<file path="src/rtl/rr_burst_arb.sv">
// Round-robin burst arbiter: grants one of N requesters exclusive access to a
// shared resource for a latched, programmable number of ack'd beats.
module rr_burst_arb #(
    parameter int N      = 4,
    parameter int BEAT_W = 4,
    localparam int IDW   = $clog2(N)
) (
    input  logic                  clk,
    input  logic                  rst,
    input  logic [N-1:0]          req,
    input  logic [N*BEAT_W-1:0]   len_m1,
    input  logic                  ack,
    output logic [N-1:0]          gnt,
    output logic [IDW-1:0]        gnt_id,
    output logic                  busy,
    output logic [BEAT_W-1:0]     beat_cnt,
    output logic                  last
);

    typedef enum logic {IDLE = 1'b0, BURST = 1'b1} state_t;

    state_t            state;
    logic [IDW-1:0]    ptr;
    logic [BEAT_W-1:0] len_q;

    logic              win_found;
    logic [IDW-1:0]    win_id;
    logic [BEAT_W-1:0] win_len;
    int                scan_idx;

    // Scan upward from ptr with wrap; the first requesting index wins.
    always_comb begin
        win_found = 1'b0;
        win_id    = '0;
        win_len   = '0;
        scan_idx  = 0;
        for (int k = 0; k < N; k++) begin
            scan_idx = int'(ptr) + k;
            if (scan_idx >= N) scan_idx = scan_idx - N;
            if (!win_found && req[scan_idx]) begin
                win_found = 1'b1;
                win_id    = IDW'(scan_idx);
                win_len   = len_m1[scan_idx*BEAT_W +: BEAT_W];
            end
        end
    end

    // A beat is transferred on any rising edge in BURST where ack is high;
    // ack is a pure accept strobe from the resource and is ignored in IDLE.
    assign last = (state == BURST) && (beat_cnt == len_q);

    always_ff @(posedge clk or posedge rst) begin
        if (rst) begin
            state    <= IDLE;
            gnt      <= '0;
            gnt_id   <= '0;
            busy     <= 1'b0;
            beat_cnt <= '0;
            ptr      <= '0;
            len_q    <= '0;
        end else begin
            case (state)
                IDLE: begin
                    if (win_found) begin
                        state       <= BURST;
                        gnt         <= '0;
                        gnt[win_id] <= 1'b1;
                        gnt_id      <= win_id;
                        len_q       <= win_len;
                        busy        <= 1'b1;
                        beat_cnt    <= '0;
                    end
                end
                BURST: begin
                    if (ack) begin
                        if (last) begin
                            state    <= IDLE;
                            gnt      <= '0;
                            busy     <= 1'b0;
                            beat_cnt <= '0;
                            ptr      <= (gnt_id == IDW'(N - 1)) ? '0 : gnt_id + 1'b1;
                        end else begin
                            beat_cnt <= beat_cnt + 1'b1;
                        end
                    end
                end
                default: state <= IDLE;
            endcase
        end
    end

endmodule

</file>
<file path="config.mk">
export PLATFORM = sky130hd
export DESIGN_NAME = rr_burst_arb
export DESIGN_NICKNAME = d
export VERILOG_FILES = /design/src/rtl/rr_burst_arb.sv
export SDC_FILE = /design/constraint.sdc
export NUM_CORES = 1
export LEC_CHECK = 0
export BUFFER_PORTS_ARGS = -buffer_cell sky130_fd_sc_hd__buf_4
export CAP_MARGIN = 5
export CELL_PAD_IN_SITES_DETAIL_PLACEMENT = 0
export CELL_PAD_IN_SITES_GLOBAL_PLACEMENT = 1
export CORE_MARGIN = 4
export CORE_UTILIZATION = 35
export CTS_BUF_LIST = sky130_fd_sc_hd__clkbuf_8
export DETAILED_ROUTE_END_ITERATION = 10
export PLACE_DENSITY = 0.82
export SLEW_MARGIN = 20
export SYNTH_ARGS = -nofsm -noshare
export SYNTH_HDL_FRONTEND = slang
export SYNTH_SLANG_ARGS = --single-unit
</file>
<file path="constraint.sdc">
create_clock -name clk -period 2.7 [get_ports clk]
set_clock_uncertainty 0.1 [all_clocks]
set_input_delay 0.54 -clock clk [delete_from_list [all_inputs] [get_ports clk]]
set_output_delay 0.54 -clock clk [all_outputs]
set_load 0.01 [all_outputs]
</file>
==> results.md, run 1 <==
- Reg clk slew, reported paths: 70 ps
- Largest net degree at the start of global routing: 32
- Routed len/inst: 15.0 um
- Drc violations: 0
- Global-route wire length before repair: 6.24 mm
- Total global-route track usage: 0.126
- Yosys warns: 0
- Max-cap viol count: 0
- Number of nets in the layout: roughly 220
- Placed cells: 237
- Count leader, synth: dfrtp_1
- Critical Path End Type: flip-flop
- Antenna Cells: 0
- Synth Instances: between 150 and 200
- CP required: 2730 ps
- Die height: 76.5 um
- Dpl hpwl: about 2.8 mm
- Area leader, netlist: dfrtp_1
- EDFF count, synth: 0
- Syn Nets: 181
- Synth unique cells: 43
- Die width: 76.5 um
- CP Data Arrival Time: 2410 ps
- CP Launch Type: flip-flop
- 1st-pass router iterations: 6
- # IOs: 35
- Row count: 24
- Post-Route WL: 3.63 mm
- Initial cell density of the core: 0.370
- Sequential-to-total area share from yosys stat: 0.274
- Hold WS: about 290 ps
- Max Root-Sink Buffers: 2
- Util after Layout: 0.452
- Post-route ant nets: 0
- Final Cycle Share: 0.878
- RSZ-0062 raised after global routing: false
- CTS tree: done
- Synth top cells by count: dfrtp_1 (18), mux4_2 (14), nor2_1 (13), nand2_1 (11), mux2i_1 (8)
- Hold Fails Final Rpt: 0
- CTS resizes: 0
- Core Footprint: 0.00444 mm^2
- Routability congestion estimate: 0.825
- HP Class: in2async
- Worst slew margin: 0.548
- Worst vdd ir: 379 uV
- Power density over cell area: ~1100 mW/mm^2
- Yosys reg bits: 18
- Total congestion overflow: 0
- Post-synthesis cell area: 0.00164 mm^2
- Status: finished clean
- Post-CTS Hold Buffers: 0
- Top_reg_cell synth: dfrtp_1
- Tmin final: 2370 ps
- Worst Path Max Fanout: 7
- Synth area leaders: dfrtp_1 (27%), mux4_2 (19%), mux2i_1 (4.9%)
- Final slew viol count: 0
- Vias: 1393
- Antenna violations before repair: 0
- Worst Tran Pin Value: 678 ps
- TritonCTS Buffers: 3
- CTS sink count: 18
- Post-Route Setup TNS: 0 ps
- Post-CTS Setup Inserts: 0
- Max H-tree Level: 1
- Layout area overhead: 22.2%
- Peak Freq: roughly 420 MHz
- Share of the synthesized area in the top cell type: 0.274
- Final non-filler cell total: 241
- Clk_lat worst skew: 250 ps
- Vias/cell: 5.78
- Avg Cell Area, Syn: 10.7 um^2
- PortBufs: 34
- Setup Crit Path Kind: reg2reg
- Setup violations, final: 0
- Root Buffer: clkbuf_8
- Leakage power: 0.866 nW
- Die area: 0.00585 mm^2
- Ys async rst share: 1.00
- Fraction of layout cells with a size suffix above 1: 0.376
- Vias in the first global route: 1378
- DR iter-0 viols: 43
[registers in the layout, summed over array words and instances, names as in the netlist]
name,cells
len_q,4
busy,1
gnt_id,2
state,1
gnt,4
ptr,2
beat_cnt,4
[power by group]
part	switching, mW	leakage, nW	total [mW]	internal [mW]
clock network	0.0850	0.0288	0.214	0.129
logic	0.681	0.616	1.45	0.765
registers	0.111	0.221	0.498	0.387
[kinds of logic (layout without fill, tap and decap cells)]
| logic type | count (synthesis) | in the layout | synth area share |
|---|---|---|---|
| buffers and inverters | 14 | 50 | 0.0495 |
| AOI/OAI and AO/OA | 39 | 39 | 0.184 |
| xor gates and xnor gates | 5 | 5 | 0.0267 |
| DFF | 18 | 18 | 0.274 |
| muxes | 28 | 28 | 0.292 |
| and+or+nand+nor | 44 | 44 | 0.136 |
| adders and majority gates | 5 | 5 | 0.0381 |
[metal layers]
layer | track usage | part of all wire | vias to the layer above | routed length (um)
met2 | 0.197 | 0.45 | 40 | 1620
met3 | 0.0154 | 0.047 | 7 | 171
li1 | - | - | 672 | -
met4 | 0.0598 | 0.026 | 0 | 93
met5 | 0 | 0 | - | 0
met1 | 0.174 | 0.48 | 674 | 1740
[placed cells by master, fill, tap and decap left out, drive strengths merged, types with 5 or more instances in the layout]
cell	synthesis	routed
nand2	11	11
nor2	13	13
mux2i	9	9
a22o	6	6
dfrtp	18	18
nor2b	5	5
inv	5	5
o21ai	6	6
mux4	15	15
ha	5	5
buf	7	41
[path summary, 6_finish.rpt]
| kind | from | slack [ps] | endpoint | cells past startpoint |
|---|---|---|---|---|
| worst max-delay path | ptr[1]$_DFFE_PP0P_ | 330 | len_q[2]$_DFFE_PP0P_ | 7 |
| worst max register to register | ptr[1]$_DFFE_PP0P_ | 330 | len_q[2]$_DFFE_PP0P_ | 7 |
| worst min register to register | busy$_DFFE_PP0P_ | 410 | busy$_DFFE_PP0P_ | 2 |
| min in group clk | busy$_DFFE_PP0P_ | 410 | busy$_DFFE_PP0P_ | 2 |
| worst min-delay path | rst | 290 | busy$_DFFE_PP0P_ | 2 |
| max in group asynchronous | rst | 1770 | len_q[3]$_DFFE_PP0P_ | 2 |
[metrics by stage]
step                power, mW  setup slack [ps]  area (um^2)
global placement         1.95               395         1950
CTS                      2.18               331         2010
global route             2.36               196         2010
detailed placement       1.96               349         1950
finish                   2.16               328         2010
floorplan                1.60               158         1640
[final cells by class]
class	instances	area [um^2]
Multi-Input combinational cell	121	1110
Clock buffer	4	55.1
Inverter	5	18.8
Sequential cell	18	450
Tap cell	52	65.1
Timing Repair Buffer	41	308
Fill cell	452	2440
[worst max-delay path: stages, from the launching register on]
cell and delay (ps):
dfrtp_1 360, inv_1 60, ha_1 440, buf_4 210
mux4_2 490, a22oi_1 200, a211oi_1 90, a221o_2 310
Note: power is estimated with default switching activity, not from simulation.
==> run 2, diff against run 1 <==
--- a/config.mk
+++ b/config.mk
@@ -13,7 +13,7 @@
 export CORE_UTILIZATION = 35
 export CTS_BUF_LIST = sky130_fd_sc_hd__clkbuf_8
 export DETAILED_ROUTE_END_ITERATION = 10
-export PLACE_DENSITY = 0.82
+export PLACE_DENSITY_LB_ADDON = 0.1
 export SLEW_MARGIN = 20
 export SYNTH_ARGS = -nofsm -noshare
 export SYNTH_HDL_FRONTEND = slang
==> results.md, run 2 (synthesis results as in run 1) <==
- Total global-route track usage: 0.138
- Status: finished clean
- Post-route ant nets: 0
- Row count: 24
- Drc violations: 0
- Placed cells: about 240
- Number of nets in the layout: roughly 220
- Worst slew margin: 0.538
- Global-route wire length before repair: 6.73 mm
- R2r worst-path depth: 7
- Clk_lat worst skew: 250 ps
- CTS tree: done
- Util after Layout: 0.450
- Critical Path End Type: output port
- Dpl hpwl: slightly above 3 mm
- Max H-tree Level: 1
- Vias/cell: around 5.9
- Layout area overhead: 21.8%
- PortBufs: 34
- CP Data Arrival Time: 1770 ps
- Max Root-Sink Buffers: 2
- CTS sink count: 18
- Post-CTS Setup Inserts: 0
- HP Class: in2async
- CTS resizes: 0
- Fraction of layout cells with a size suffix above 1: 0.372
- Worst vdd ir: ~430 uV
- Worst Tran Pin Value: 693 ps
- PnR worst setup slack: 292 ps
- Leakage power: 0.861 nW
- Worst Path Max Fanout: 5
- Power density over cell area: ~1100 mW/mm^2
- Max-cap viol count: 0
- Peak Freq: 415 MHz
- CP Launch Type: flip-flop
- Final slew viol count: 0
- Post-Route WL: ~4 mm
- Final Cycle Share: 0.892
- Core Footprint: 0.00444 mm^2
- Initial cell density of the core: 0.370
- Commonest non-fill, non-tap cell in the layout: buf_4
- Top flop regs: beat_cnt x4, gnt x4, len_q x4
- Post-Route Setup TNS: 0 ps
- Metal1 wirelength: 1.86 mm
- Placement Setup Slack: 327 ps
- Antenna violations before repair: 0
- Commonest cells after routing, fill and taps aside: buf_4 (40), dfrtp_1 (18), mux4_2 (14)
- Routed met2 length: 1.84 mm
- Routability congestion estimate: 0.844
- # IOs: 35
- Antenna Cells: 0
- Top sig layer: met4
- 1st-pass router iterations: 4
- Vias in the first global route: 1410
- Setup violations, final: 0
- Die width: 76.5 um
- Largest net degree at the start of global routing: 32
- DR iter-0 viols: 71
- Vias: 1409
- RSZ-0062 raised after global routing: false
- Routed len/inst: 16.7 um
- Total congestion overflow: 0
- TritonCTS Buffers: 3
- Die height: 76.5 um
- Setup Crit Path Kind: reg2out
- Final non-filler cell total: 240
- Routed met3 length: 275 um
- CP required: 2060 ps
- Tmin final: 2410 ps
- Root Buffer: clkbuf_8
- Hold Fails Final Rpt: 0
- Post-CTS Hold Buffers: 0
- Reg clk slew, reported paths: 70 ps
- Die area: 0.00585 mm^2
## run 2: power by group
group          switching, mW  total (mW)  internal [mW]
registers              0.114       0.500          0.386
logic                  0.695        1.45          0.755
clock network         0.0906       0.220          0.129
## run 2: stage by stage
stage               total power [mW]  hold WS, ps  area, um^2
detailed placement              1.97          372        1950
global route                    2.36          363        2000
floorplan                       1.60          379        1640
finish                          2.17          297        2000
CTS                             2.19          325        2000
global placement                1.95          364        1950
## run 2: final cells by class
| type | count | area (um^2) |
|---|---|---|
| Timing Repair Buffer | 40 | 300 |
| Inverter | 5 | 18.8 |
| Clock buffer | 4 | 55.1 |
| Sequential cell | 18 | 450 |
| Fill cell | 432 | 2440 |
| Tap cell | 52 | 65.1 |
| Multi-Input combinational cell | 121 | 1110 |
## run 2: critical path, stage by stage, from the launching register on
cell	delay, ps
dfrtp_1	430
xor2_1	160
nor4_1	610
and2_1	210
buf_4	110
## run 2: path summary, 6_finish.rpt
check	slack (ps)	start	to
min in group clk	390	busy$_DFFE_PP0P_	busy$_DFFE_PP0P_
hold / removal	300	rst	gnt[3]$_DFFE_PP0P_
setup / recovery	290	beat_cnt[3]$_DFFE_PP0P_	last
max in group asynchronous	1760	rst	beat_cnt[3]$_DFFE_PP0P_
hold reg to reg	390	busy$_DFFE_PP0P_	busy$_DFFE_PP0P_
setup reg to reg	320	ptr[0]$_DFFE_PP0P_	len_q[2]$_DFFE_PP0P_
## run 2: per-layer routing
layer  track usage  vias up
met5             0        -
met2         0.232       43
met1         0.190      693
li1              -      671
met4        0.0326        0
met3        0.0142        2
